`src/rtl/mul_feed_pkg.sv`:
```
// Shared types and default sizing for the mul1 feeder.
// Latency: n/a (package).
// Backpressure: n/a (package).
package mul_feed_pkg;

  localparam int DEF_SIZE  = 8;
  localparam int DEF_DEPTH = 4;
  localparam int PTR_W     = $clog2(DEF_DEPTH);

  typedef enum logic [2:0] {
    IDLE,
    LOAD,
    RUN,
    CAPTURE,
    HOLD
  } state_t;

endpackage

```
`src/rtl/mul_feed_fifo.sv`:
```
// Synchronous operand FIFO with registered full/empty derived from an occupancy count.
// Latency: a pushed word is visible on dout the cycle after the push edge; dout is head-of-queue (show-ahead).
// Backpressure: pushes while full and pops while empty are ignored; caller gates with full/empty.
//
// Ports: clk, rst_n (async active-low), push/din, pop/dout, full, empty.
module mul_feed_fifo #(
  parameter int W     = 16,
  parameter int DEPTH = 4
) (
  input  logic         clk,
  input  logic         rst_n,
  input  logic         push,
  input  logic [W-1:0] din,
  input  logic         pop,
  output logic [W-1:0] dout,
  output logic         full,
  output logic         empty
);

  localparam int AW = $clog2(DEPTH);

  logic [W-1:0]  mem [DEPTH];
  logic [AW-1:0] wptr;
  logic [AW-1:0] rptr;
  logic [AW:0]   count;
  logic          do_push;
  logic          do_pop;

  assign full    = (count == (AW+1)'(DEPTH));
  assign empty   = (count == '0);
  assign do_push = push && !full;
  assign do_pop  = pop && !empty;
  assign dout    = mem[rptr];

  // Storage carries no reset: contents are only observed behind a non-zero count.
  always_ff @(posedge clk) begin
    if (do_push) begin
      mem[wptr] <= din;
    end
  end

  // Pointers are exactly log2(DEPTH) bits so they wrap without compare logic.
  always_ff @(posedge clk or negedge rst_n) begin
    if (!rst_n) begin
      wptr  <= '0;
      rptr  <= '0;
      count <= '0;
    end else begin
      if (do_push) wptr <= wptr + AW'(1);
      if (do_pop)  rptr <= rptr + AW'(1);
      case ({do_push, do_pop})
        2'b10:   count <= count + (AW+1)'(1);
        2'b01:   count <= count - (AW+1)'(1);
        default: count <= count;
      endcase
    end
  end

endmodule

```
`src/rtl/mul_seq_feeder.sv`:
```
// Sequences queued operand pairs one at a time into the un-reset repeated-add multiplier mul1.
// Latency: accept edge E0, pop E1, multiplier load E2, result written E(3+b), out_valid after E(4+b).
// Backpressure: in_ready = FIFO not full (registered); a held product (out_valid && !out_ready) stalls the sequencer.
//
// Ports: clk, rst_n (async active-low); in_valid/in_ready/in_a/in_b operand input;
//        mul_load/mul_a/mul_b/mul_result multiplier interface; out_valid/out_ready/out_product; busy.
// Optional: define MUL_FEED_ZERO_BYPASS_EN to short-circuit jobs with a zero operand to a product of 0
//           (out_valid one edge after the pop edge, multiplier not loaded).
module mul_seq_feeder
  import mul_feed_pkg::*;
#(
  parameter int SIZE  = DEF_SIZE,
  parameter int DEPTH = DEF_DEPTH
) (
  input  logic              clk,
  input  logic              rst_n,
  input  logic              in_valid,
  output logic              in_ready,
  input  logic [SIZE-1:0]   in_a,
  input  logic [SIZE-1:0]   in_b,
  output logic              mul_load,
  output logic [SIZE-1:0]   mul_a,
  output logic [SIZE-1:0]   mul_b,
  input  logic [2*SIZE-1:0] mul_result,
  output logic              out_valid,
  input  logic              out_ready,
  output logic [2*SIZE-1:0] out_product,
  output logic              busy
);

  state_t              state;
  state_t              state_nxt;
  logic [SIZE-1:0]     cnt;
  logic                zero_job;
  logic                fifo_push;
  logic                fifo_pop;
  logic                fifo_full;
  logic                fifo_empty;
  logic [2*SIZE-1:0]   fifo_dout;
  logic [SIZE-1:0]     a_pop;
  logic [SIZE-1:0]     b_pop;
  logic                zero_pop;

  assign in_ready  = !fifo_full;
  assign fifo_push = in_valid && in_ready;
  assign a_pop     = fifo_dout[2*SIZE-1:SIZE];
  assign b_pop     = fifo_dout[SIZE-1:0];
  assign busy      = (state != IDLE) || !fifo_empty;

`ifdef MUL_FEED_ZERO_BYPASS_EN
  assign zero_pop = (a_pop == '0) || (b_pop == '0);
`else
  assign zero_pop = 1'b0;
`endif

  mul_feed_fifo #(
    .W     (2*SIZE),
    .DEPTH (DEPTH)
  ) u_fifo (
    .clk   (clk),
    .rst_n (rst_n),
    .push  (fifo_push),
    .din   ({in_a, in_b}),
    .pop   (fifo_pop),
    .dout  (fifo_dout),
    .full  (fifo_full),
    .empty (fifo_empty)
  );

  always_ff @(posedge clk or negedge rst_n) begin
    if (!rst_n) begin
      state <= IDLE;
    end else begin
      state <= state_nxt;
    end
  end

  always_comb begin
    state_nxt = state;
    fifo_pop  = 1'b0;
    case (state)
      IDLE: begin
        if (!fifo_empty) begin
          fifo_pop  = 1'b1;
          state_nxt = zero_pop ? CAPTURE : LOAD;
        end
      end
      LOAD:    state_nxt = RUN;
      // The cnt==0 edge is the multiplier's result-write edge, so RUN spans b+1 edges.
      RUN:     if (cnt == '0) state_nxt = CAPTURE;
      CAPTURE: state_nxt = HOLD;
      HOLD:    if (out_ready) state_nxt = IDLE;
      default: state_nxt = IDLE;
    endcase
  end

  // mul_load is registered from the next state so it is low for exactly the LOAD cycle and
  // stays low throughout reset, which re-initialises the multiplier's own state.
  always_ff @(posedge clk or negedge rst_n) begin
    if (!rst_n) begin
      mul_load    <= 1'b0;
      mul_a       <= '0;
      mul_b       <= '0;
      cnt         <= '0;
      zero_job    <= 1'b0;
      out_valid   <= 1'b0;
      out_product <= '0;
    end else begin
      mul_load <= (state_nxt != LOAD);
      case (state)
        IDLE: begin
          if (fifo_pop) begin
            zero_job <= zero_pop;
            if (!zero_pop) begin
              mul_a <= a_pop;
              mul_b <= b_pop;
              cnt   <= b_pop;
            end
          end
        end
        RUN: begin
          if (cnt != '0) cnt <= cnt - SIZE'(1);
        end
        CAPTURE: begin
          out_product <= zero_job ? '0 : mul_result;
          out_valid   <= 1'b1;
        end
        HOLD: begin
          if (out_ready) out_valid <= 1'b0;
        end
        default: ;
      endcase
    end
  end

endmodule
```
`config.mk`:
```
export PLATFORM = sky130hd
export DESIGN_NAME = mul_seq_feeder
export DESIGN_NICKNAME = d
export VERILOG_FILES = /design/src/rtl/mul_feed_pkg.sv /design/src/rtl/mul_feed_fifo.sv /design/src/rtl/mul_seq_feeder.sv
export SDC_FILE = /design/constraint.sdc
export NUM_CORES = 1
export LEC_CHECK = 0
export ABC_AREA = 1
export CORE_ASPECT_RATIO = 0.9
export CORE_UTILIZATION = 42
export CTS_CLUSTER_DIAMETER = 120
export DETAILED_ROUTE_END_ITERATION = 8
export DONT_BUFFER_PORTS = 1
export SYNTH_ARGS = -nofsm -noshare
export SYNTH_HDL_FRONTEND = slang
export SYNTH_SLANG_ARGS = --single-unit
```
`constraint.sdc`:
```
create_clock -name clk -period 3 [get_ports clk]
set_input_delay 0.45 -clock clk [delete_from_list [all_inputs] [get_ports clk]]
set_output_delay 0.45 -clock clk [all_outputs]
set_load 0.05 [all_outputs]
```
* Yosys cells after proc, flatten, opt, wreduce, memory -nomap -nowiden
Memories as Yosys holds them, arrays and structs flattened.
Cells that the tools add are included.
** Operators by class
- Add/sub/neg operators :: 5
- Eq/ne operators :: 11
- Muxes and demuxes :: 14
- Reductions and logical operators :: 17
** Operators with widths (number)
- 8-bit 2-to-1 mux :: 2
- 8-bit one-hot mux with 2 select lines :: 1
- 3-bit one-hot mux with 5 select lines :: 1
- 3-bit 2-to-1 mux :: 3
- 8-bit zero test :: 1
- 8-bit nonzero test :: 1
- 8-bit by 1-bit subtractor with 8-bit output, second input constant :: 1
- 3-bit by 2-bit equality test with 1-bit output, second input constant :: 2
- 3-bit equality test, second input constant :: 2
- 3-bit zero test :: 2
- 3-bit one-hot mux with 2 select lines :: 1
- 2-bit nonzero test :: 3
- 1-bit 2-to-1 mux :: 5
- 2-bit by 1-bit adder with 2-bit output, second input constant :: 2
- 2-bit inequality test, second input constant :: 2
- 2-bit AND reduction :: 2
- 3-bit by 1-bit adder with 3-bit output, second input constant :: 1
- 3-bit by 1-bit equality test with 1-bit output, second input constant :: 1
- 1-bit logical AND :: 3
- 3-bit by 1-bit inequality test with 1-bit output, second input constant :: 1
- 3-bit AND reduction :: 1
- 3-bit nonzero test :: 1
- 3-bit by 1-bit subtractor with 3-bit output, second input constant :: 1
- 2-bit by 1-bit equality test with 1-bit output, second input constant :: 1
- other kinds (5) :: 6
** Word-level totals
- Register bits after elaboration :: 52
- Memory bits (writable) :: 64
- Input bits :: 36
- Output and inout bits :: 36
- Logic and storage cells :: 58
- Memories kept :: 1
** Memory list
- u_fifo.mem :: depth 4, width 16, read ports 1, clocked after memory_dff 0, write ports 1, line mul_feed_fifo.sv:22 : logic [W-1:0] mem [DEPTH];

* Logic depth before layout (Yosys ltp)
Gate-level depths: netlist of the first run.
- Depth after elaboration :: 6
- Gate-level depth with buffers :: 13
- Depth with buffers taken out :: 11

* Cells and area by module
A second synthesis of the first run with hierarchy kept.
** Second synthesis, totals
- Cells, all modules :: 470
- Area total of the unflattened synthesis :: 5118.7 µm²
** By module, submodules not included
- mul_feed_fifo :: instances 1, cells an instance 248, area each 3022.9 µm², sequential area each 2097.0 µm²
- mul_seq_feeder :: instances 1, cells an instance 222, area each 2095.8 µm², sequential area each 1126.1 µm²

* Least setup slack after synthesis of the first run
No wires, ideal clock.
- Path type :: reg2reg
- From :: register u_fifo.count[0]
- To :: register u_fifo.count[2]
- Library setup time :: 131 ps
- Arrival :: 2269 ps
- Data required time :: 2869 ps
- Path slack :: 600 ps
- Cell stages (with the launch flop) :: 10
- Path buffers :: 0
- Period minus slack after synthesis :: 2400 ps
- Path through :: dfrtp_1 -> inv_1 -> nand3_1 -> nand2_1 -> ha_1 -> inv_1 -> fa_1 -> a21oi_1 -> o21ai_0 -> xor2_1
** On the way
- Longest elaborated chain between the ends :: 6
- Elaborated cells on any way between the ends :: 15
- Those cells by class :: add/sub: 2; eq/ne: 3; mux: 3; reduce/logical: 7
** RTL lines
- start: declaration :: line mul_feed_fifo.sv:25 : logic [AW:0] count;
- start signal: assignment :: line mul_feed_fifo.sv:52 : 2'b10: count <= count + (AW+1)'(1);
- start signal: assignment :: line mul_feed_fifo.sv:53 : 2'b01: count <= count - (AW+1)'(1);
- start signal: assignment :: line mul_feed_fifo.sv:54 : default: count <= count;
- 3-bit equality test (*) :: line mul_feed_fifo.sv:29 : assign full = (count == (AW+1)'(DEPTH));
- 1-bit zero test (*) :: line mul_seq_feeder.sv:44 : assign in_ready = !fifo_full;
- named net in_ready :: line mul_seq_feeder.sv:18 : output logic in_ready,
- 1-bit logical AND :: line mul_seq_feeder.sv:45 : assign fifo_push = in_valid && in_ready;
- 1-bit logical AND (*) :: line mul_feed_fifo.sv:31 : assign do_push = push && !full;
- 2-bit by 1-bit equality test with 1-bit output / 2-bit equality test (equally long branches) :: line mul_feed_fifo.sv:51 : case ({do_push, do_pop})
- 3-bit one-hot mux with 2 select lines / 2-bit nonzero test (equally long branches)
The timed path passes the listed nets; every way through them passes the cells marked *.
A chain may end at the register's enable or synchronous reset.

* Final worst setup path of the first run
- From :: register state[0]
- To :: register u_fifo.count[2]
** On the way
- Longest elaborated chain between the ends :: 5
- Elaborated cells on any way between the ends :: 7
- Those cells by class :: eq/ne: 2; mux: 2; reduce/logical: 3
** RTL lines
- start: declaration :: line mul_seq_feeder.sv:31 : state_t state;
- start signal: assignment :: line mul_seq_feeder.sv:74 : state <= state_nxt;
- 3-bit zero test (*) :: line mul_seq_feeder.sv:81 : case (state)
- 1-bit 2-to-1 mux (*) :: line mul_seq_feeder.sv:81
- 1-bit logical AND (*) :: line mul_feed_fifo.sv:32 : assign do_pop = pop && !empty;
- 2-bit by 1-bit equality test with 1-bit output / 2-bit equality test (equally long branches) :: line mul_feed_fifo.sv:51
- 3-bit one-hot mux with 2 select lines / 2-bit nonzero test (equally long branches)
Mark *: on every way between the ends. The rest lies on a longest branch, timed or not.

==> results of run 1 <==
==> final cells by class <==
cell class	count	share of cell area, %
Clock buffer	21	7.862
Multi-Input combinational cell	260	25.40
Inverter	31	2.167
Sequential cell	116	57.54
Clock inverter	10	1.943
Tap cell	156	3.484
Timing Repair Buffer	9	1.608
==> cell usage after synthesis (3+ instances only) <==
master	number	share of area (%)
nand2_1	76	5.8
edfxtp_1	64	39
nor2_1	60	4.6
dfrtp_1	52	27
o21ai_0	34	3.5
nand3_1	27	2.8
inv_1	25	1.9
mux2_2	14	3.2
buf_2	10	1.0
a31oi_1	9	1.2
ha_1	6	1.5
nand2_2	5	0.64
nand2_4	5	1.2
buf_4	4	0.61
inv_2	4	0.31
o21ai_2	4	0.72
a21oi_1	3	0.31
nand3_2	3	0.61
xor2_1	3	0.54
==> worst max path at each step <==
stage	endpoint	slack (ps)	cells after the start
detailed placement	u_fifo.count[2]	620	11
global placement	u_fifo.count[2]	660	11
CTS	u_fifo.count[2]	610	11
global route	u_fifo.count[2]	400	11
finish	u_fifo.count[2]	630	11
floorplan	u_fifo.count[2]	600	9
==> worst max-delay path, cell delays in order, from the launching register on <==
cell	delay (ps)
dfrtp_1	510
inv_4	110
nand2_4	60
nor2_8	90
nand2_4	140
inv_2	290
ha_1	200
inv_1	70
fa_1	380
a21oi_1	140
o21ai_0	100
xor2_1	150
==> state kept, by name (all words and copies together), names as in the netlist <==
name and cells:
out_product 16, state 3, cnt 8, u_fifo.wptr 2, mul_load 1, mul_b 8
out_valid 1, mul_a 8, u_fifo.count 3, u_fifo.mem 64, u_fifo.rptr 2
==> kinds of logic (layout without fill, tap and decap cells) <==
logic type / after synthesis / in the layout
flip-flops: 116 / 116
XOR/XNOR: 4 / 4
AND/OR/NAND/NOR: 182 / 182
AO/OA/AOI/OAI: 51 / 51
buffers and inverters: 49 / 71
multiplexers: 16 / 16
adder cells (fa/ha/maj): 7 / 7
==> stage by stage <==
| step | cells | worst slack [ps] | hold slack (ps) | cell area [um2] |
|---|---|---|---|---|
| floorplan | 425 | 600.1 | 154.4 | 4893 |
| detailed placement | 570 | 618.2 | 155.5 | 5015 |
| global placement | 570 | 660.3 | 155.6 | 5015 |
| finish | 603 | 634.0 | 134.3 | 5602 |
| CTS | 603 | 610.1 | 111.9 | 5602 |
| global route | 603 | 404.0 | 110.1 | 5602 |
==> routing by layer <==
| layer | GRT usage (%) | vias to the layer above | routed length (um) |
|---|---|---|---|
| met4 | 7.326 | 0 | 126 |
| met1 | 20.07 | 1360 | 3945 |
| met3 | 7.459 | 15 | 654 |
| li1 | - | 1446 | - |
| met5 | 0 | - | 0 |
| met2 | 24.36 | 75 | 4137 |
==> metrics.log, run 1 <==
[metrics] Hold Startpoint: in_b[1]
[metrics] starting density of the core: 42.97%
[metrics] reg-to-reg critical path endpoint: u_fifo.count[2]
[metrics] RSZ-0062 raised after global routing: false
[metrics] multiplexer share of the synthesized area: ~3.7%
[metrics] clock insertion delay at the later pin of the skew report: slightly above 400 ps
[metrics] RePlAce Congestion: ~0.76
[metrics] Die Span X: 115.8 um
[metrics] all-layer global routing usage: 16.30%
[metrics] total negative slack: 0 ps
[metrics] Avg Inst Size Synth: approximately 12 um2
[metrics] number of setup buffers added after CTS: 0
[metrics] post-route DRC violation count: 0
[metrics] depth of the CTS H-tree: 4
[metrics] cell row count: 37
[metrics] DR iter-0 viols: slightly above 90
[metrics] FILL cells: 1,021
[metrics] gr ovfl total: 0
[metrics] Seq cells post-synth: 116
[metrics] Compound-Gate Fraction of Synth Area: approximately 5.8%
[metrics] register-to-register setup slack: 630 ps
[metrics] post-layout min period: 2366 ps
[metrics] kind of end point of the critical path: flip-flop
[metrics] library cells used by synthesis: 32
[metrics] core utilization of the finished layout: 49.19%
[metrics] Achievable Freq: about 420 MHz
[metrics] aggregate routed wire length: 8862 um
[metrics] Net count, final: 478
[metrics] number of flops mapped to enable cells by yosys: 64
[metrics] Die Y-Extent: 104.4 um
[metrics] number of nets still failing antenna checks after routing: 0
[metrics] Max Fanout on Critical Path: 20
[metrics] first-pass GRT wire length: 14,120 um
[metrics] syn_nets: 468
[metrics] path type of the worst setup path: flip-flop to flip-flop
[metrics] largest family of logic cells by synthesized area: simple AND/OR/NAND/NOR gates
[metrics] result of the run: completed
[metrics] number of buffers created by CTS: 17
[metrics] total count of max-transition violations in the final report: 0
[metrics] Hold Path End: u_fifo.mem[3][1]
[metrics] standard cell core area: 11,390 um2
[metrics] area share of xor/xnor cells in the synthesized design: 0.7159%
[metrics] detailed-route vias per instance: just under 5
[metrics] Ant. Diodes: 0
[metrics] dominant synthesized flop cell: edfxtp_1
[metrics] Critical Path Source: state[0]
[metrics] I/O pins: slightly above 70
[metrics] number of cells produced by synthesis: 425
[metrics] clock-pin slew of the registers on the worst-case setup and hold paths: about 50 ps
[metrics] clock tree from TritonCTS: done
[metrics] setup clock skew after layout: between 7 and 8 ps
[metrics] most used cells in the layout excluding fill and tap cells: 76 x nand2_1, 64 x edfxtp_1, 60 x nor2_1
[metrics] CP startpoint kind: flip-flop
[metrics] total iterations of the first detailed-routing run: 5
[metrics] cell count of the worst reg-to-reg path: 11
[metrics] reg-to-reg critical path startpoint: state[0]
[metrics] CTS sink count: 116
[metrics] CTS Hold Buffers Added: 2
[metrics] Final Hold Viols: 0
[metrics] synth warn: 0
[metrics] largest net degree at the start of global routing: 53
[metrics] number of global-route vias before repair: around 2.8k
[metrics] number of gates resized after cts: 0
[metrics] fraction of the mapped netlist area in adder cells: approximately 1.9%
[metrics] Layout area overhead: 14.47%
[metrics] Avg WL per Cell: 14.70 um
[metrics] Sequential cell area: 3223 um2
[metrics] CTS max path bufs: 2
[metrics] share of layout cells above drive strength 1: between 10% and 20%
[metrics] number of endpoints failing setup at the final stage: 0
[metrics] number of antenna violations at the first check in global routing: 0
[metrics] Multi-input gate area: 1423 um2
[metrics] Required @ worst endpoint: 3280 ps
[metrics] Hold Path Stages: 0
[metrics] Relative slew margins: 54.47%
[metrics] die outline area: 12,090 um2
[metrics] Tcrit/Tclk final: 78.87%
[metrics] async set-reset flop share out of synthesis: between 40 and 50%
[metrics] Clock Tree Root: clkbuf_16
[metrics] sequential share of the synthesized area: 65.87%
[metrics] total standard cell area after synthesis: 4893 um2
[metrics] data arrival time at the worst-slack endpoint: 2650 ps
[metrics] total via count in the routed design: ~2.9k
[metrics] Worst Hold Class: primary input to flip-flop
[metrics] Slew @ Worst Pin: between 600 and 700 ps
[metrics] synthesized-area fraction occupied by and/or/nand/nor cells: 16.98%
[metrics] commonest non-fill, non-tap cell in the layout: nand2_1
[metrics] HPWL Detailed: 5529 um
[metrics] port buffer count: 0
[metrics] Max Cap Violations: 0
Power of run 1 is left out: the tool's default activity adds up to more than one toggle a clock period on the data nets, which glitch-free logic cannot reach.
==> run 2: changes to the inputs <==
==> constraint.sdc (replaced) <==
create_clock -name clk -period 2.5 [get_ports clk]
set_input_delay 0.375 -clock clk [delete_from_list [all_inputs] [get_ports clk]]
set_output_delay 0.375 -clock clk [all_outputs]
set_load 0.05 [all_outputs]
==> run 2 against run 1 <==
Register-to-register slack worse by 310 ps. Global-route usage increased by 0.52 points. Core utilization rose by 0.62 points. Clock-buffer cell count up 1. Setup slack got worse by 310 ps. Critical path type unchanged. Largest cell class unchanged.
==> metrics.log, run 2 (synthesis results as in run 1) <==
[metrics] detailed-route vias per instance: 4.839 (+0.75%)
[metrics] gr ovfl total: 0 (unchanged)
[metrics] critical path's top delay family: adder cells
[metrics] starting density of the core: 42.97% (unchanged)
[metrics] Max Fanout on Critical Path: 19 (-5.0%)
[metrics] Slew @ Worst Pin: 686.1 ps (+5.259 ps)
[metrics] standard cell core area: 11,390 um2 (unchanged)
[metrics] cell row count: 37 (unchanged)
[metrics] result of the run: completed
[metrics] number of nets still failing antenna checks after routing: 0 (unchanged)
[metrics] reg-to-reg critical path endpoint: u_fifo.count[2]
[metrics] I/O pins: 72 (unchanged)
[metrics] number of endpoints failing setup at the final stage: 0 (unchanged)
[metrics] largest net degree at the start of global routing: 53 (unchanged)
[metrics] critical-path cell list: inv_4 > nand2_4 > nor2_8 > nand2_4 > inv_2 > ha_1 > inv_1 > fa_1 > a21oi_1 > o21ai_0 > xor2_1
[metrics] met1 Use GR: 20.89% (+0.82 points)
[metrics] peak per-stage delay on the critical path: 500 ps (about the same)
[metrics] number of antenna violations at the first check in global routing: 0 (unchanged)
[metrics] FILL cells: 1,018 (-0.29%)
[metrics] Tcrit/Tclk final: 86.88% (+8.0 points)
[metrics] Max Cap Violations: 0 (unchanged)
[metrics] cell count of the worst reg-to-reg path: 11 (unchanged)
[metrics] Critical path buffers and inverters: 3 (unchanged)
[metrics] library cell appearing most often on the critical path: nand2_4
[metrics] die outline area: 12,090 um2 (unchanged)
[metrics] total via count in the routed design: 2,937 (+1.4%)
[metrics] Net count, final: 481 (+0.63%)
[metrics] CP endpoint: u_fifo.count[2]
[metrics] CP startpoint kind: flip-flop
[metrics] Avg WL per Cell: 15.16 um (+3.1%)
[metrics] post-route DRC violation count: 0 (unchanged)
[metrics] depth of the CTS H-tree: 4 (unchanged)
[metrics] final instance area: 5672 um2 (+1.3%)
[metrics] max FFs per register: 64 (unchanged)
[metrics] Die Y-Extent: 104.4 um (unchanged)
[metrics] path type of the worst setup path: flip-flop to flip-flop
[metrics] reg-to-reg critical path startpoint: state[0]
[metrics] Clock Tree Root: clkbuf_16
[metrics] RePlAce Congestion: 0.7871 (+3.9%)
[metrics] most used cells in the layout excluding fill and tap cells: 76 x nand2_1, 64 x edfxtp_1, 60 x nor2_1
[metrics] clock-pin slew of the registers on the worst-case setup and hold paths: 50 ps (about the same)
[metrics] Die Span X: 115.8 um (unchanged)
[metrics] DR iter-0 viols: 180 (+96%)
[metrics] RSZ-0062 raised after global routing: false
[metrics] share of layout cells above drive strength 1: 17.52% (+0.96 points)
[metrics] Relative slew margins: 54.12% (-0.35 points)
[metrics] GRT met2 Usage: 26.49% (+2.1 points)
[metrics] all-layer global routing usage: 16.82% (+0.52 points)
[metrics] total negative slack: 0 ps (unchanged)
[metrics] first-pass GRT wire length: 14,940 um (+5.8%)
[metrics] clock tree from TritonCTS: done
[metrics] number of gates resized after cts: 0 (unchanged)
[metrics] post-layout min period: 2172 ps (-194.0 ps)
[metrics] total count of max-transition violations in the final report: 0 (unchanged)
[metrics] port buffer count: 0 (unchanged)
[metrics] commonest non-fill, non-tap cell in the layout: nand2_1
[metrics] crit path max-delay cell type: dfrtp_1
[metrics] number of setup buffers added after CTS: 0 (unchanged)
[metrics] global-route met3 utilization: 6.876% (-0.58 points)
[metrics] clock insertion delay at the later pin of the skew report: 400 ps (about the same)
[metrics] Achievable Freq: 460.4 MHz (+8.9%)
[metrics] setup clock skew after layout: 7.084 ps (+0.05205 ps)
[metrics] HPWL Detailed: 5817 um (+5.2%)
[metrics] CTS Hold Buffers Added: 2 (unchanged)
[metrics] most used routing layer in global routing: met2
[metrics] dpl cell area: 5037 um2 (+0.45%)
[metrics] Ant. Diodes: 0 (unchanged)
[metrics] Required @ worst endpoint: 2770 ps (-510 ps)
[metrics] data arrival time at the worst-slack endpoint: 2440 ps (-210 ps)
[metrics] total iterations of the first detailed-routing run: 4 (-1)
[metrics] CTS max path bufs: 2 (unchanged)
[metrics] Final Hold Viols: 0 (unchanged)
[metrics] number of global-route vias before repair: 2,954 (+7.0%)
[metrics] register-to-register setup slack: 330 ps (-310 ps)
[metrics] kind of end point of the critical path: flip-flop
[metrics] Critical Path Source: state[0]
[metrics] register with the highest flop count: u_fifo.mem
[metrics] aggregate routed wire length: 9201 um (+3.8%)
[metrics] Layout area overhead: 15.90%
[metrics] Regs by FF count: u_fifo.mem x64, out_product x16
[metrics] number of buffers created by CTS: 17 (unchanged)
[metrics] Worst Hold Class: primary input to flip-flop
[metrics] CTS sink count: 116 (unchanged)
[metrics] instance count on the critical path: 11 (unchanged)
-- run 2: per-layer routing --
metal	routed length, um	part of all wire (%)
met3	656	7.1
met4	70	0.76
met1	4086	44
met5	0	0
met2	4387	48
-- run 2: cell type report --
class	count	area, um2	area share (%)
clock inverter	10	132.6	2.338
sequential	116	3223	56.83
timing repair buffer	12	112.6	1.985
tap	156	195.2	3.441
multi-input combinational	260	1423	25.08
inverter	31	121.4	2.140
clock buffer	22	464.2	8.184
-- run 2: worst min-delay path by stage --
| stage | startpoint | end | depth (start not counted) |
|---|---|---|---|
| detailed placement | rst_n | out_product[13] | 0 |
| CTS | in_b[6] | u_fifo.mem[1][6] | 0 |
| floorplan | rst_n | cnt[0] | 0 |
| global placement | rst_n | out_product[15] | 0 |
| global route | in_a[6] | u_fifo.mem[3][14] | 0 |
| finish | in_b[6] | u_fifo.mem[3][6] | 0 |
-- run 2: through the flow --
stage,setup slack [ps],util [%],hold WS [ps],instances
after floorplan,100.1,-,79.41,425
after global placement,446.2,44.23,80.50,573
after detailed placement,359.1,44.23,80.62,573
after CTS,349.1,49.80,46.20,607
after global routing,193.2,49.80,38.30,607
final,327.9,49.80,64.83,607
Power of run 2 is left out for the same reason.
==> run 3: changes to the inputs <==
--- a/config.mk
+++ b/config.mk
@@ -6,11 +6,14 @@
 export NUM_CORES = 1
 export LEC_CHECK = 0
 export ABC_AREA = 1
+export CAP_MARGIN = 0
 export CORE_ASPECT_RATIO = 0.9
 export CORE_UTILIZATION = 42
+export CTS_BUF_LIST = sky130_fd_sc_hd__clkbuf_8
 export CTS_CLUSTER_DIAMETER = 120
 export DETAILED_ROUTE_END_ITERATION = 8
 export DONT_BUFFER_PORTS = 1
 export SYNTH_ARGS = -nofsm -noshare
 export SYNTH_HDL_FRONTEND = slang
+export SYNTH_HIERARCHICAL = 1
 export SYNTH_SLANG_ARGS = --single-unit
==> run 3 against run 2 <==
Setup slack better by 120 ps. Routed wire length up 6.5%. Final cell count up 9.6%. Core utilization down 0.20 points. Clock-buffer cell count down 5. Register-to-register slack better by 120 ps. Critical path depth up 1. Sequential share of layout area down 1.1 points. Die area up 4.5%. Critical path type unchanged. Critical endpoint is now u_fifo/count[2].
==> metrics.log, run 3 <==
[metrics] result of the run: completed
[metrics] Multi-input gate area: 1479 um2 (+4.0%)
[metrics] detailed-route vias per instance: 4.750 (-1.8%)
[metrics] Layout area overhead: 13.05%
[metrics] cell row count: 37 (unchanged)
[metrics] number of nets still failing antenna checks after routing: 0 (unchanged)
[metrics] clock tree from TritonCTS: done
[metrics] Yosys top cell area share: 37.55% (-1.7 points)
[metrics] cell with the most instances after synthesis: nand2_1
[metrics] reg-to-reg critical path endpoint: u_fifo/count[2]
[metrics] total count of max-transition violations in the final report: 0 (unchanged)
[metrics] worst setup slack after layout: 443.7 ps (+115.7 ps)
[metrics] depth of the CTS H-tree: 4 (unchanged)
[metrics] die outline area: 12,630 um2 (+4.5%)
[metrics] kind of end point of the critical path: flip-flop
[metrics] number of antenna violations at the first check in global routing: 0 (unchanged)
[metrics] gr ovfl total: 0 (unchanged)
[metrics] Ant. Diodes: 0 (unchanged)
[metrics] standard cell core area: 11,670 um2 (+2.4%)
[metrics] Max Fanout on Critical Path: 7 (-12)
[metrics] largest net degree at the start of global routing: 53 (unchanged)
[metrics] Critical path buffers and inverters: 3 (unchanged)
[metrics] total standard cell area after synthesis: 5119 um2 (+4.6%)
[metrics] Final Hold Viols: 0 (unchanged)
[metrics] number of global-route vias before repair: 3,067 (+3.8%)
[metrics] number of flops mapped to enable cells by yosys: 64 (unchanged)
[metrics] path type of the worst setup path: flip-flop to flip-flop
[metrics] CTS max path bufs: 2 (unchanged)
[metrics] Avg WL per Cell: 14.74 um (-2.8%)
[metrics] number of cells in the finished layout apart from fillers: 665 (+9.6%)
[metrics] sequential share of the synthesized area: 62.97% (-2.9 points)
[metrics] Hold Path End: u_fifo/mem[0][11]
[metrics] crit path max-delay cell type: dfrtp_1
[metrics] CP startpoint kind: flip-flop
[metrics] leakage power: 2.624 nW
[metrics] Required @ worst endpoint: 2810 ps (+40 ps)
[metrics] first-pass GRT wire length: 15,880 um (+6.3%)
[metrics] total negative slack: 0 ps (unchanged)
[metrics] share of layout cells above drive strength 1: 15.91% (-1.6 points)
[metrics] most instantiated cells after synthesis: 151 x nand2_1, 64 x edfxtp_1, 62 x inv_1
[metrics] critical-path cell list: inv_1 > nand3_1 > inv_1 > nor2_1 > nand2_1 > ha_1 > inv_1 > fa_1 > nand2_1 > nand3_1 > nand2_1 > nand2_1
[metrics] CTS sink count: 116 (unchanged)
[metrics] reg-to-reg critical path startpoint: u_fifo/count[0]
[metrics] async set-reset flop share out of synthesis: 44.83% (unchanged)
[metrics] commonest non-fill, non-tap cell in the layout: nand2_1
[metrics] number of cells after detailed placement: 620 (+8.2%)
[metrics] Avg Inst Size Synth: 10.89 um2 (-5.4%)
[metrics] library cell appearing most often on the critical path: nand2_1
[metrics] Net count, final: 540 (+12%)
[metrics] number of endpoints failing setup at the final stage: 0 (unchanged)
[metrics] critical path's top delay family: simple AND/OR/NAND/NOR gates
[metrics] cell accounting for the most synthesized area: edfxtp_1
[metrics] Die Span X: 118.4 um (+2.2%)
[metrics] DR iter-0 viols: 144 (-20%)
[metrics] library cells used by synthesis: 29 (-9.4%)
[metrics] Worst Hold Class: primary input to flip-flop
[metrics] register with the highest flop count: u_fifo/mem
[metrics] top cells by area in the synthesized netlist: edfxtp_1 38%, dfrtp_1 25%, nand2_1 11%
[metrics] synth warn: 6 (+6)
[metrics] total via count in the routed design: 3,159 (+7.6%)
[metrics] post-layout min period: 2056 ps (-115.7 ps)
[metrics] syn_nets: 514 (+9.8%)
[metrics] Slew @ Worst Pin: 659.8 ps (-26.29 ps)
[metrics] register-to-register setup slack: 440 ps (+120 ps)
[metrics] worst slack at placement: 433.4 ps (+74.33 ps)
[metrics] power density over the cells: 1488 nW/um2
[metrics] Hold Path Stages: 0 (unchanged)
[metrics] final-layout worst hold slack: 44.31 ps (-20.52 ps)
[metrics] max FFs per register: 64 (unchanged)
[metrics] RePlAce Congestion: 0.8054 (+2.3%)
[metrics] RSZ-0062 raised after global routing: false
[metrics] largest vdd supply drop: around 0.00058 V
[metrics] aggregate routed wire length: 9800 um (+6.5%)
[metrics] all-layer global routing usage: 16.95% (+0.13 points)
[metrics] I/O pins: 72 (unchanged)
[metrics] Seq cells post-synth: 116 (unchanged)
[metrics] Regs by FF count: u_fifo/mem x64, out_product x16
[metrics] number of cells produced by synthesis: 470 (+11%)
[metrics] cell count of the worst reg-to-reg path: 12 (+1)
[metrics] data arrival time at the worst-slack endpoint: 2370 ps (-70 ps)
[metrics] Max Cap Violations: 0 (unchanged)
[metrics] number of buffers created by CTS: 17 (unchanged)
[metrics] starting density of the core: 43.88% (+0.91 points)
[metrics] FILL cells: 1,084 (+6.5%)
[metrics] Achievable Freq: 486.3 MHz (+5.6%)
[metrics] Total Power Consumption: 8.608 mW
[metrics] Relative slew margins: 55.95% (+1.8 points)
[metrics] post-route DRC violation count: 0 (unchanged)
[metrics] Sequential cell area: 3223 um2 (unchanged)
[metrics] peak per-stage delay on the critical path: 390 ps (-110 ps)
[metrics] setup clock skew after layout: 15.59 ps (+8.504 ps)
[metrics] total iterations of the first detailed-routing run: 4 (unchanged)
[metrics] clock-pin slew of the registers on the worst-case setup and hold paths: 70 ps (+20 ps)
[metrics] port buffer count: 0 (unchanged)
[metrics] most used cells in the layout excluding fill and tap cells: 151 x nand2_1, 64 x inv_1, 64 x edfxtp_1
[metrics] Tcrit/Tclk final: 82.25% (-4.6 points)
[metrics] Hold Startpoint: in_a[3]
[metrics] Clock Tree Root: clkbuf_8
[metrics] Die Y-Extent: 106.7 um (+2.2%)
[metrics] clock insertion delay at the later pin of the skew report: 430 ps (+30 ps)
[metrics] HPWL Detailed: 6162 um (+5.9%)
[metrics] dominant synthesized flop cell: edfxtp_1
-- run 3: layout make-up --
class | count | area share, %
Clock inverter | 15 | 2.897
Sequential cell | 116 | 55.70
Inverter | 71 | 4.714
Timing Repair Buffer | 22 | 3.719
Multi-Input combinational cell | 268 | 25.56
Tap cell | 156 | 3.373
Clock buffer | 17 | 4.043
-- run 3: worst reg2reg max path, cell delays in order, from the launching register on --
cell and delay [ps]:
dfrtp_1 390, inv_1 120, nand3_1 150, inv_1 110
nor2_1 70, nand2_1 180, ha_1 200, inv_1 60
fa_1 380, nand2_1 100, nand3_1 80, nand2_1 60
nand2_1 50
-- run 3: worst max path at each step --
stage               startpoint               to  slack [ps]  depth (start not counted)
2_1_floorplan  u_fifo/count[0]  u_fifo/count[2]         440                         16
3_3_place_gp   u_fifo/count[0]  u_fifo/count[2]         520                         15
3_5_place_dp   u_fifo/count[0]  u_fifo/count[2]         430                         12
4_1_cts        u_fifo/count[0]  u_fifo/count[2]         420                         12
5_1_grt        u_fifo/count[1]  u_fifo/count[1]         200                          9
6_report       u_fifo/count[0]  u_fifo/count[2]         440                         12
-- run 3: metrics by stage --
step	cell area [um2]	utilization, %
floorplan	5119	-
global placement	5238	44.89
detailed placement	5238	44.89
CTS	5677	48.66
global route	5787	49.60
finish	5787	49.60
-- run 3: power by group --
part | total [mW] | internal [mW] | switching, mW
clock network | 1.74 | 0.977 | 0.759
registers | 4.00 | 2.68 | 1.32
logic | 2.87 | 1.03 | 1.84
total | 8.61 | 4.68 | 3.92
-- run 3: per-layer routing --
layer,GRT usage [%],part of all wire (%),up-vias
li1,-,-,1591
met1,21.20,45,1495
met2,26.72,48,69
met3,6.809,6.0,4
met4,5.769,0.60,0
met5,0,0,-
-- run 3: cells by family after synthesis --
family,Yosys count,synth area share [%]
and+or+nand+nor,198,16.13
DFF,116,62.97
buffers and inverters,86,8.140
AOI/OAI and AO/OA,45,6.380
muxes,16,4.107
adders and majority gates,8,2.102
xor gates and xnor gates,1,0.1711
-- run 3: what timing repair did --
| item | CTS | global route |
|---|---|---|
| resized for setup | 0 | 0 |
| buffers inserted | 0 | 0 |
| endpoints found under the hold margin | 52 | 36 |
| hold buffers | 2 | 11 |
(Power assumes the default switching activity.)
